[src/rtl/mem_wb_if.sv]
// MEM/WB boundary bus: MEM-stage instruction fields in, registered writeback fields out.
interface mem_wb_if #(
    parameter int XLEN  = 64,
    parameter int CNT_W = 32
);
    logic             stall;
    logic             flush;
    logic             in_valid;
    logic [XLEN-1:0]  mem_read_data;
    logic [XLEN-1:0]  alu_result;
    logic [2:0]       funct3;
    logic [4:0]       rd;
    logic             reg_write;
    logic             mem_to_reg;

    logic             wb_valid;
    logic [4:0]       wb_rd;
    logic             wb_reg_write;
    logic [XLEN-1:0]  wb_data;
    logic             wb_load_fault;
    logic [CNT_W-1:0] retire_count;

    modport master (
        output stall, flush, in_valid, mem_read_data, alu_result, funct3, rd,
               reg_write, mem_to_reg,
        input  wb_valid, wb_rd, wb_reg_write, wb_data, wb_load_fault, retire_count
    );

    modport slave (
        input  stall, flush, in_valid, mem_read_data, alu_result, funct3, rd,
               reg_write, mem_to_reg,
        output wb_valid, wb_rd, wb_reg_write, wb_data, wb_load_fault, retire_count
    );
endinterface

[src/rtl/mem_wb_stage.sv]
// MEM/WB pipeline register: RV64I load extraction/extension, misaligned-load
// detection, stall/flush handling and a retired-instruction counter.
module mem_wb_stage #(
    parameter int XLEN  = 64,
    parameter int CNT_W = 32
) (
    input logic       clk,
    input logic       reset,
    mem_wb_if.slave   bus
);
    logic             valid_q, valid_d;
    logic [4:0]       rd_q, rd_d;
    logic             reg_write_q, reg_write_d;
    logic [XLEN-1:0]  data_q, data_d;
    logic             fault_q, fault_d;
    logic [CNT_W-1:0] cnt_q, cnt_d;

    logic [2:0]       off;
    logic [XLEN-1:0]  shifted;
    logic [XLEN-1:0]  load_val;
    logic             unsigned_ld;
    logic             misalign;
    logic             illegal;
    logic             fault;

    // Shift the addressed lane down to bit 0, then extend by access size.
    always_comb begin
        off         = bus.alu_result[2:0];
        shifted     = bus.mem_read_data >> {off, 3'b000};
        unsigned_ld = bus.funct3[2];
        load_val    = '0;
        misalign    = 1'b0;
        illegal     = 1'b0;
        case (bus.funct3[1:0])
            2'b00: load_val = {{(XLEN-8){~unsigned_ld & shifted[7]}}, shifted[7:0]};
            2'b01: begin
                load_val = {{(XLEN-16){~unsigned_ld & shifted[15]}}, shifted[15:0]};
                misalign = off[0];
            end
            2'b10: begin
                load_val = {{(XLEN-32){~unsigned_ld & shifted[31]}}, shifted[31:0]};
                misalign = (off[1:0] != 2'b00);
            end
            default: begin
                load_val = shifted;
                misalign = (off != 3'b000);
                illegal  = unsigned_ld;
            end
        endcase
        fault = bus.mem_to_reg & (misalign | illegal);
    end

    always_comb begin
        valid_d     = valid_q;
        rd_d        = rd_q;
        reg_write_d = reg_write_q;
        data_d      = data_q;
        fault_d     = fault_q;
        cnt_d       = cnt_q;
        if (bus.flush) begin
            valid_d     = 1'b0;
            rd_d        = '0;
            reg_write_d = 1'b0;
            data_d      = '0;
            fault_d     = 1'b0;
        end else if (!bus.stall) begin
            valid_d     = bus.in_valid;
            rd_d        = bus.in_valid ? bus.rd : 5'd0;
            reg_write_d = bus.in_valid & bus.reg_write & (bus.rd != 5'd0) & ~fault;
            fault_d     = bus.in_valid & fault;
            if (!bus.in_valid || fault)
                data_d = '0;
            else if (bus.mem_to_reg)
                data_d = load_val;
            else
                data_d = bus.alu_result;
            // Faulting loads still retire; the counter wraps silently.
            cnt_d = cnt_q + CNT_W'(bus.in_valid);
        end
    end

    always_ff @(posedge clk) begin
        if (reset) begin
            valid_q     <= 1'b0;
            rd_q        <= '0;
            reg_write_q <= 1'b0;
            data_q      <= '0;
            fault_q     <= 1'b0;
            cnt_q       <= '0;
        end else begin
            valid_q     <= valid_d;
            rd_q        <= rd_d;
            reg_write_q <= reg_write_d;
            data_q      <= data_d;
            fault_q     <= fault_d;
            cnt_q       <= cnt_d;
        end
    end

    assign bus.wb_valid      = valid_q;
    assign bus.wb_rd         = rd_q;
    assign bus.wb_reg_write  = reg_write_q;
    assign bus.wb_data       = data_q;
    assign bus.wb_load_fault = fault_q;
    assign bus.retire_count  = cnt_q;
endmodule

[src/flat_wrapper.sv]
// flat-port wrapper written by rule: the top's interface ports become plain ports
module mem_wb_stage_flat 
#(
    parameter int XLEN  = 64,
    parameter int CNT_W = 32
)
  (clk, reset, bus_stall, bus_flush, bus_in_valid, bus_mem_read_data, bus_alu_result, bus_funct3, bus_rd, bus_reg_write, bus_mem_to_reg, bus_wb_valid, bus_wb_rd, bus_wb_reg_write, bus_wb_data, bus_wb_load_fault, bus_retire_count);
  mem_wb_if #(.XLEN(XLEN), .CNT_W(CNT_W)) bus_i ();
  input logic clk;
  input logic reset;
  input wire logic [$bits(bus_i.stall)-1:0] bus_stall;
  input wire logic [$bits(bus_i.flush)-1:0] bus_flush;
  input wire logic [$bits(bus_i.in_valid)-1:0] bus_in_valid;
  input wire logic [$bits(bus_i.mem_read_data)-1:0] bus_mem_read_data;
  input wire logic [$bits(bus_i.alu_result)-1:0] bus_alu_result;
  input wire logic [$bits(bus_i.funct3)-1:0] bus_funct3;
  input wire logic [$bits(bus_i.rd)-1:0] bus_rd;
  input wire logic [$bits(bus_i.reg_write)-1:0] bus_reg_write;
  input wire logic [$bits(bus_i.mem_to_reg)-1:0] bus_mem_to_reg;
  output wire logic [$bits(bus_i.wb_valid)-1:0] bus_wb_valid;
  output wire logic [$bits(bus_i.wb_rd)-1:0] bus_wb_rd;
  output wire logic [$bits(bus_i.wb_reg_write)-1:0] bus_wb_reg_write;
  output wire logic [$bits(bus_i.wb_data)-1:0] bus_wb_data;
  output wire logic [$bits(bus_i.wb_load_fault)-1:0] bus_wb_load_fault;
  output wire logic [$bits(bus_i.retire_count)-1:0] bus_retire_count;
  assign bus_i.stall = bus_stall;
  assign bus_i.flush = bus_flush;
  assign bus_i.in_valid = bus_in_valid;
  assign bus_i.mem_read_data = bus_mem_read_data;
  assign bus_i.alu_result = bus_alu_result;
  assign bus_i.funct3 = bus_funct3;
  assign bus_i.rd = bus_rd;
  assign bus_i.reg_write = bus_reg_write;
  assign bus_i.mem_to_reg = bus_mem_to_reg;
  assign bus_wb_valid = bus_i.wb_valid;
  assign bus_wb_rd = bus_i.wb_rd;
  assign bus_wb_reg_write = bus_i.wb_reg_write;
  assign bus_wb_data = bus_i.wb_data;
  assign bus_wb_load_fault = bus_i.wb_load_fault;
  assign bus_retire_count = bus_i.retire_count;
  mem_wb_stage #(.XLEN(XLEN), .CNT_W(CNT_W)) u_core (.clk(clk), .reset(reset), .bus(bus_i));
endmodule
[config.mk]
export PLATFORM = sky130hd
export DESIGN_NAME = mem_wb_stage_flat
export DESIGN_NICKNAME = d
export VERILOG_FILES = /design/src/rtl/mem_wb_if.sv /design/src/rtl/mem_wb_stage.sv /design/src/flat_wrapper.sv
export SDC_FILE = /design/constraint.sdc
export NUM_CORES = 1
export LEC_CHECK = 0
export ABC_AREA = 1
export BUFFER_PORTS_ARGS = -buffer_cell sky130_fd_sc_hd__buf_4
export CORE_MARGIN = 5
export CORE_UTILIZATION = 51
export CTS_CLUSTER_DIAMETER = 200
export CTS_CLUSTER_SIZE = 25
export DETAILED_ROUTE_END_ITERATION = 8
export PLACE_DENSITY = 0.85
export REMOVE_ABC_BUFFERS = 1
export SLEW_MARGIN = 10
export SYNTH_ARGS = -nofsm -noshare
export SYNTH_HDL_FRONTEND = slang
export SYNTH_SLANG_ARGS = --single-unit
[constraint.sdc]
create_clock -name clk -period 2.16 [get_ports clk]
set_input_delay 0.324 -clock clk [delete_from_list [all_inputs] [get_ports clk]]
set_output_delay 0.324 -clock clk [all_outputs]
set_load 0.02 [all_outputs]
==> impl_metrics.env, run 1 <==
export IMPL_status="finished clean"
export IMPL_holdWs_ps=220
export IMPL_final_hold_violation_count=0
export IMPL_power_density_nw_per_um2=505
export IMPL_ir_drop_mv=0.392
export IMPL_cts_root_buffer="clkbuf_16"
export IMPL_drt_iter0_drc=755
export IMPL_grt_pass1_vias=8125
export IMPL_drc=0
export IMPL_cp_required_ps=2410
export IMPL_synth_area_um2=7090
export IMPL_slew_viol_final=0
export IMPL_tritoncts="done"
export IMPL_skew_ps=5.38
export IMPL_synthCells=1183
export IMPL_wl_um=26600
export IMPL_vias_per_cell=5.65
export IMPL_top_usage_layer="met2"
export IMPL_crit_path_top_delay_cell="dfxtp_1"
export IMPL_placementRows=43
export IMPL_gp_congestion=0.963
export IMPL_grt_pass1_wl_um=41500
export IMPL_cts_sinks=104
export IMPL_die_area_um2=16400
export IMPL_ios=247
export IMPL_core_area_um2=13800
export IMPL_path_cells="ha_1 -> ha_1 -> nand3_1 -> nor2_4 -> nand4_1 -> nor2_1 -> nand3_1 -> nor2_2 -> inv_1 -> o21ai_0 -> a21oi_1"
export IMPL_ys_ff_latch=104
export IMPL_grt_use_met3_pct=8.58
export IMPL_areaGrowthSynthToFinish_pct=32.0
export IMPL_setup_viol=0
export IMPL_cpPeakStageDelay_ps=350
export IMPL_hold_class="in2reg"
export IMPL_numCtsBuffers=9
export IMPL_use_met1_pct=39.1
export IMPL_async_flop_share_pct=0
export IMPL_synth_enable_flop_cells=0
export IMPL_drv_cap=0
export IMPL_rsz0062_at_grt="no"
export IMPL_ant_nets=0
export IMPL_seq_area_frac_synth_pct=29.4
export IMPL_hpwl_um=19900
export IMPL_post_drt_wl_per_cell_um=16.8
export IMPL_grt_util_met2_pct=51.7
export IMPL_io_buffer_count=246
export IMPL_cp_start_kind="flip-flop"
export IMPL_dp_slack_ps=94.8
export IMPL_htree_num_levels=3
export IMPL_ys_types=46
export IMPL_vias=8920
export IMPL_track_usage_pct=31.3
export IMPL_setup_ws_ps=128
export IMPL_antenna_found_initial=1
export IMPL_fin_crit_ps=2030
export IMPL_die_y_um=128
export IMPL_insertion_delay_ps=360
export IMPL_cts_path_max_buffers=2
export IMPL_yosys_most_used_dff="dfxtp_1"
export IMPL_cp_max_fo=4
export IMPL_yosysWarnings=0
export IMPL_gr_total_overflow=0
export IMPL_period_share_pct=94.1
export IMPL_critPathArrivalTime_ps=2290
export IMPL_firstDrtPassIters=6
export IMPL_die_x_um=128
export IMPL_syn_area_per_cell_um2=5.99
export IMPL_grt_max_degree=95
export IMPL_crit_type="reg2reg"
export IMPL_max_freq_mhz=492
export IMPL_start_util_pct=51.4
export IMPL_drive_gt1_share_pct=23.7
export IMPL_nNetsFinal=1539
export IMPL_max_slew_margin_pct=28.5
export IMPL_p_leak_nw=4.13
export IMPL_path_clk_slew_ps=80
export IMPL_worst_slew_pin_transition_ps=1070
export IMPL_end_kind="flip-flop"
==> Yosys cell counts, drive strengths merged, types with 3 or more instances <==
cell | count | share of area (%)
xor2 | 7 | 0.87
buf | 39 | 3.6
or2 | 4 | 0.35
o21a | 3 | 0.32
nand2 | 374 | 20
and2 | 3 | 0.26
o211ai | 24 | 2.7
nand4 | 14 | 1.3
inv | 67 | 3.6
nor2 | 130 | 7.3
nor3 | 14 | 0.99
o21ai | 139 | 9.8
clkbuf | 43 | 2.3
nand3 | 61 | 4.6
dfxtp | 104 | 29
xnor2 | 3 | 0.37
a21oi | 134 | 9.6
==> through the flow <==
stage / utilization, % / cell area [um2] / TNS (ps) / power, mW / instances
after floorplan: - / 6660 / -714 / 2.53 / 1101
after global placement: 65.7 / 9040 / 0 / 3.12 / 1561
after detailed placement: 65.7 / 9040 / 0 / 3.12 / 1561
after CTS: 67.7 / 9320 / 0 / 4.71 / 1577
after global routing: 67.9 / 9350 / 0 / 4.92 / 1580
final: 67.9 / 9350 / 0 / 4.72 / 1580
==> layer usage <==
| metal | vias to the layer above | wire (um) |
|---|---|---|
| met5 | - | 0 |
| met4 | 0 | 858 |
| met3 | 57 | 2460 |
| met2 | 426 | 12600 |
| met1 | 4110 | 10700 |
| li1 | 4327 | - |
==> critical path, delay by kind of cell (launching register included) <==
kind / cells / cell delay (ps)
AND/OR/NAND/NOR: 6 / 890
flip-flops: 1 / 350
AO/OA/AOI/OAI: 2 / 210
adder cells (fa/ha/maj): 2 / 410
buffers and inverters: 1 / 60
==> power by group <==
part / leakage [nW] / switching, mW / total (mW) / internal (mW)
clock network: 0.125 / 0.819 / 1.62 / 0.800
logic: 3.17 / 0.685 / 1.14 / 0.457
registers: 0.840 / 0.0165 / 1.96 / 1.94
total: 4.13 / 1.52 / 4.72 / 3.20
==> layout by cell type, fill, tap and decap left out, types with 2 or more instances in the layout <==
cell type,instances
inv_8,2
clkinvlp_4,4
inv_1,63
o21ai_1,32
nand3_1,57
o21ai_0,107
a21oi_1,132
o21a_1,3
buf_12,4
clkbuf_16,9
nand2_1,366
nor2_4,4
nand4_1,13
and2_1,3
a21oi_2,2
buf_4,278
a31oi_1,2
nand3_2,4
inv_2,3
nor2_2,4
dfxtp_1,104
o31ai_1,2
ha_1,2
o311ai_1,2
xor2_1,7
nand2_2,6
or2_2,4
nor4_1,2
o211ai_1,22
o211ai_2,2
o2111ai_1,2
nor2_1,122
nor3_1,14
xnor2_1,3
o22ai_1,2
==> layout make-up <==
type                            count  area, um2
Multi-Input combinational cell    930       4340
Clock buffer                       10        229
Fill cell                        1282       4420
Sequential cell                   104       2080
Timing Repair Buffer              282       2170
Clock inverter                      6       52.6
Inverter                           67        254
Antenna cell                        1       2.50
Tap cell                          180        225
==> timing repair <==
action	in CTS	in global routing
setup endpoints to repair	0	2
hold buffers	0	0
resized for setup	0	4
setup buffers	0	2
==> state kept, by name, summed over array words and instances, names as in the netlist <==
| signal | count |
|---|---|
| u_core.bus.wb_data | 64 |
| u_core.bus.wb_load_fault | 1 |
| u_core.bus.wb_reg_write | 1 |
| u_core.bus.retire_count | 32 |
| u_core.bus.wb_rd | 5 |
| u_core.bus.wb_valid | 1 |
==> kinds of logic (layout without fill, tap and decap cells) <==
kind of cell	Yosys count	after routing	share of synthesized area, %
simple gates	605	605	35.7
compound gates	313	313	23.8
buf+inv	149	365	9.55
flops	104	104	29.4
xor+xnor	10	10	1.24
fa+ha+maj	2	2	0.353
other cells	0	1	0
==> worst paths after layout <==
kind,startpoint,slack [ps],end,cells after the start
min reg2reg,u_core.bus.wb_data[6],470,u_core.bus.wb_data[6],2
max reg2reg,u_core.bus.retire_count[0],130,u_core.bus.retire_count[20],11
min,bus_rd[2],220,u_core.bus.wb_rd[2],3
max,u_core.bus.retire_count[0],130,u_core.bus.retire_count[20],11
(Power assumes the default switching activity.)
==> run 2: changes to the inputs <==
Settings changed: SLEW_MARGIN 10 to 20.
Clock period 2.16 ns to 1.93 ns, I/O delays scaled along.
==> impl_metrics.env, run 2 (same netlist as run 1, synthesis figures left out) <==
export IMPL_status="finished clean"
export IMPL_hold_class="in2reg"
export IMPL_numCtsBuffers=9
export IMPL_cp_buffers_inverters=1
export IMPL_tritoncts="done"
export IMPL_drv_cap=0
export IMPL_max_freq_mhz=540
export IMPL_r2r_slack_ps=80
export IMPL_vias=8981
export IMPL_cp_required_ps=2180
export IMPL_vias_per_cell=5.57
export IMPL_placementRows=43
export IMPL_skew_ps=2.71
export IMPL_worstHoldEndpoint="u_core.bus.wb_rd[2]"
export IMPL_worstHoldStart="bus_rd[2]"
export IMPL_largest_reg_flops=64
export IMPL_crit_top_cell="ha_4"
export IMPL_use_met1_pct=39.6
export IMPL_rr_startpoint="u_core.bus.retire_count[0]"
export IMPL_path_cells="ha_4 -> ha_4 -> nand3_2 -> nor2_4 -> nand4_1 -> nor2_2 -> nand3_1 -> nor2_1 -> inv_1 -> o21ai_1 -> a21oi_1"
export IMPL_ir_drop_mv=0.485
export IMPL_die_area_um2=16400
export IMPL_p_leak_nw=4.30
export IMPL_areaGrowthSynthToFinish_pct=36.3
export IMPL_grt_max_degree=73
export IMPL_period_share_pct=96.0
export IMPL_worst_slew_pin_transition_ps=869
export IMPL_insertion_delay_ps=360
export IMPL_track_usage_pct=32.1
export IMPL_reg2reg_depth=11
export IMPL_grt_util_met2_pct=53.9
export IMPL_start_util_pct=51.4
export IMPL_die_y_um=128
export IMPL_end_kind="flip-flop"
export IMPL_htree_num_levels=3
export IMPL_multi_input_area_um2=4380
export IMPL_max_slew_margin_pct=41.8
export IMPL_final_common_cell="nand2_1"
export IMPL_grt_use_met3_pct=8.63
export IMPL_hpwl_um=20300
export IMPL_cp_top_family="simple AND/OR/NAND/NOR gates"
export IMPL_antenna_found_initial=0
export IMPL_ant_nets=0
export IMPL_post_drt_wl_per_cell_um=16.8
export IMPL_power_density_nw_per_um2=550
export IMPL_num_fill_cells=1250
export IMPL_cp_max_fo=3
export IMPL_holdWs_ps=190
export IMPL_grt_pass1_wl_um=42700
export IMPL_fin_crit_ps=1850
export IMPL_cts_path_max_buffers=2
export IMPL_cp_start_kind="flip-flop"
export IMPL_antenna_diode_count=0
export IMPL_gr_total_overflow=0
export IMPL_nNetsFinal=1572
export IMPL_drt_iter0_drc=689
export IMPL_path_clk_slew_ps=70
export IMPL_drc=0
export IMPL_firstDrtPassIters=8
export IMPL_fin_tns_setup_ps=0
export IMPL_crit_path_top_delay_cell="dfxtp_4"
export IMPL_top_usage_layer="met2"
export IMPL_whs_path_depth=3
export IMPL_final_hold_violation_count=0
export IMPL_cpPeakStageDelay_ps=370
export IMPL_io_buffer_count=246
export IMPL_grt_pass1_vias=8513
export IMPL_cts_sinks=104
export IMPL_crit_type="reg2reg"
export IMPL_cts_root_buffer="clkbuf_16"
export IMPL_slew_viol_final=0
export IMPL_gp_congestion=1.00
export IMPL_ios=247
export IMPL_seq_area_um2=2090
export IMPL_die_x_um=128
export IMPL_most_common_layout_cells="nand2_1, buf_4, a21oi_1"
export IMPL_setup_viol=0
export IMPL_wl_um=27100
export IMPL_r2r_end="u_core.bus.retire_count[20]"
export IMPL_critPathArrivalTime_ps=2100
export IMPL_core_area_um2=13800
export IMPL_drive_gt1_share_pct=26.1
[run 2: changes by cell type in the layout (fill, tap and decap cells not counted), sizes merged]
| cell | delta |
|---|---|
| clkinvlp | -1 |
| diode | -1 |
| clkinv | +1 |
| buf | +33 |
[run 2: tightest hold or removal path, cell delays in order]
cell,delay [ps]
buf_4,110
nand2_1,50
a21oi_1,50
[run 2: stage by stage]
step	std cells	setup WS (ps)	util (%)	cell area [um2]	power, mW
floorplan	1101	-240	-	6660	2.83
global placement	1590	41.0	67.3	9270	3.52
detailed placement	1590	-45.1	67.3	9270	3.53
CTS	1609	9.34	69.5	9580	5.31
global route	1612	-54.1	70.1	9660	5.55
finish	1612	77.8	70.1	9660	5.31
[run 2: area by class of cell]
cell class | count | share of cell area [%]
multi-input combinational | 930 | 45.4
timing repair buffer | 315 | 25.1
sequential | 104 | 21.6
inverter | 67 | 2.63
clock buffer | 10 | 2.37
tap | 180 | 2.33
clock inverter | 6 | 0.531
[run 2: worst max-delay path by stage]
stage                                          start                          end  slack, ps  cells after the start
final                     u_core.bus.retire_count[0]  u_core.bus.retire_count[20]         80                     11
after global placement             bus_alu_result[0]       u_core.bus.wb_data[37]         40                      9
after detailed placement                bus_in_valid  u_core.bus.retire_count[20]        -50                     12
after floorplan                        bus_funct3[0]       u_core.bus.wb_data[11]       -240                      9
after global routing      u_core.bus.retire_count[0]  u_core.bus.retire_count[20]        -50                     11
after CTS                 u_core.bus.retire_count[0]  u_core.bus.retire_count[30]          9                     10
[run 2: where the power goes]
group	switching (mW)	leakage (nW)	total (mW)	internal (mW)
combinational	0.776	3.33	1.31	0.536
clock	0.909	0.127	1.80	0.894
sequential	0.0205	0.841	2.20	2.17
[run 2: layer usage]
layer	vias to the layer above	share of wire [%]
li1	4394	-
met1	4065	39
met2	443	47
met3	79	9.5
met4	0	3.6
met5	-	0
[run 2: what timing repair did]
item,CTS,global route
pin swaps,1,7
buffers inserted,3,3
resized for setup,1,17
hold buffers,0,0
endpoints found under the setup margin,1,14
==> run 3: changes to the inputs <==
Settings changed: BUFFER_PORTS_ARGS -buffer_cell sky130_fd_sc_hd__buf_4 to -buffer_cell sky130_fd_sc_hd__buf_2.
==> impl_metrics.env, run 3 (same netlist as run 1, synthesis figures left out) <==
export IMPL_worstHoldEndpoint="u_core.bus.wb_rd[2]"
export IMPL_critPathArrivalTime_ps=2170
export IMPL_cp_start_kind="flip-flop"
export IMPL_postCtsHoldBufs=0
export IMPL_end_kind="flip-flop"
export IMPL_rr_startpoint="u_core.bus.retire_count[0]"
export IMPL_r2r_slack_ps=20
export IMPL_vias_per_cell=5.57
export IMPL_die_x_um=128
export IMPL_die_area_um2=16400
export IMPL_nNetsFinal=1570
export IMPL_holdWs_ps=184
export IMPL_cts_root_buffer="clkbuf_16"
export IMPL_slew_viol_final=0
export IMPL_numCtsBuffers=9
export IMPL_num_fill_cells=1333
export IMPL_status="finished clean"
export IMPL_dpl_cell_area_um2=8700
export IMPL_max_freq_mhz=524
export IMPL_max_slew_margin_pct=32.5
export IMPL_most_common_layout_cells="nand2_1, buf_2, a21oi_1"
export IMPL_cts_sinks=104
export IMPL_cp_max_fo=4
export IMPL_cp_buffers_inverters=2
export IMPL_areaGrowthSynthToFinish_pct=28.7
export IMPL_placementRows=43
export IMPL_power_density_nw_per_um2=579
export IMPL_cts_path_max_buffers=2
export IMPL_final_common_cell="nand2_1"
export IMPL_io_buffer_count=246
export IMPL_ant_nets=0
export IMPL_grt_pass1_wl_um=41800
export IMPL_htree_num_levels=3
export IMPL_core_area_um2=13800
export IMPL_fin_crit_ps=1910
export IMPL_dp_slack_ps=-70.9
export IMPL_hold_class="in2reg"
export IMPL_cp_top_family="simple AND/OR/NAND/NOR gates"
export IMPL_die_y_um=128
export IMPL_multi_input_area_um2=4400
export IMPL_p_leak_nw=4.21
export IMPL_setup_ws_ps=22.3
export IMPL_skew_ps=8.56
export IMPL_insertion_delay_ps=370
export IMPL_path_cells="ha_4 -> buf_4 -> nand4_2 -> nor2_2 -> nand2_2 -> nor2_4 -> nand2_2 -> nor2_4 -> buf_4 -> xor2_1 -> nor2_1"
export IMPL_largest_reg_flops=64
export IMPL_cpPeakStageDelay_ps=360
export IMPL_drc=0
export IMPL_grt_pass1_vias=8347
export IMPL_antenna_found_initial=7
export IMPL_tritoncts="done"
export IMPL_drv_cap=0
export IMPL_crit_path_top_delay_cell="dfxtp_2"
export IMPL_period_share_pct=98.8
export IMPL_worstHoldStart="bus_rd[2]"
export IMPL_seq_area_um2=2080
export IMPL_drive_gt1_share_pct=26.2
export IMPL_grt_max_degree=73
export IMPL_ios=247
export IMPL_drt_iter0_drc=800
export IMPL_track_usage_pct=31.5
export IMPL_setup_viol=0
export IMPL_final_hold_violation_count=0
export IMPL_wl_um=26800
export IMPL_cp_required_ps=2190
export IMPL_gp_congestion=0.958
export IMPL_vias=8989
export IMPL_ir_drop_mv=0.410
export IMPL_start_util_pct=51.4
export IMPL_whs_path_depth=3
export IMPL_hpwl_um=19700
export IMPL_gr_total_overflow=0
export IMPL_post_drt_wl_per_cell_um=16.6
export IMPL_fin_area_um2=9120
export IMPL_firstDrtPassIters=5
export IMPL_reg2reg_depth=11
export IMPL_r2r_end="u_core.bus.retire_count[19]"
export IMPL_path_clk_slew_ps=80
export IMPL_crit_type="reg2reg"
export IMPL_worst_slew_pin_transition_ps=1010
run 3: cell count changes in the layout (fill, tap and decap cells not counted), sizes merged:
cell,before,now
diode,0,5
clkbuf,10,9
clkinv,1,3
inv,69,70
buf,315,313
clkinvlp,3,1
run 3: where the power goes:
group	leakage, nW	switching [mW]	internal (mW)
clock network	0.141	0.954	0.907
logic	3.23	0.774	0.453
registers	0.840	0.0184	2.18
total	4.21	1.75	3.54
run 3: cell type report:
| class | instances | share of cell area, % |
|---|---|---|
| Timing Repair Buffer | 313 | 20.3 |
| Inverter | 67 | 2.79 |
| Antenna cell | 5 | 0.137 |
| Sequential cell | 104 | 22.9 |
| Multi-Input combinational cell | 930 | 48.3 |
| Tap cell | 180 | 2.47 |
| Clock inverter | 7 | 0.727 |
| Clock buffer | 9 | 2.47 |
run 3: per-stage QoR:
stage               setup TNS, ps  std cells  total power [mW]  utilization [%]
global route                 -264       1615              5.53             66.2
finish                          0       1615              5.28             66.2
global placement                0       1589              3.43             63.2
detailed placement           -188       1589              3.44             63.2
CTS                             0       1605              5.28             65.3
floorplan                   -9420       1101              2.83                -
run 3: routing by layer:
| metal | track usage, % | part of all wire, % | up-vias |
|---|---|---|---|
| met5 | 0 | 0.097 | - |
| li1 | - | - | 4387 |
| met4 | 14.4 | 4.3 | 4 |
| met3 | 8.71 | 10 | 96 |
| met2 | 50.8 | 46 | 498 |
| met1 | 39.2 | 39 | 4004 |
run 3: repair_timing:
action                                  CTS  global route
setup buffers                             0             5
endpoints found under the setup margin    2            13
gates resized for setup                   2            18
pin swaps                                 0             8
run 3: how the worst max path moves through the flow:
stage                                     from                           to  slack [ps]  cells after the start
floorplan                        bus_funct3[0]       u_core.bus.wb_data[11]        -240                      9
global placement                  bus_in_valid  u_core.bus.retire_count[20]           1                     12
detailed placement                bus_in_valid  u_core.bus.retire_count[27]         -70                     12
CTS                 u_core.bus.retire_count[0]  u_core.bus.retire_count[20]         0.6                     11
global route        u_core.bus.retire_count[0]  u_core.bus.retire_count[20]         -60                     11
finish              u_core.bus.retire_count[0]  u_core.bus.retire_count[19]          20                     11
run 3: worst reg2reg max path, stage by stage, from the launching register on:
cell     delay [ps]
dfxtp_2         360
ha_4            160
buf_4           130
nand4_2         130
nor2_2          190
nand2_2         110
nor2_4          160
nand2_2         130
nor2_4          140
buf_4           120
xor2_1          130
nor2_1           50
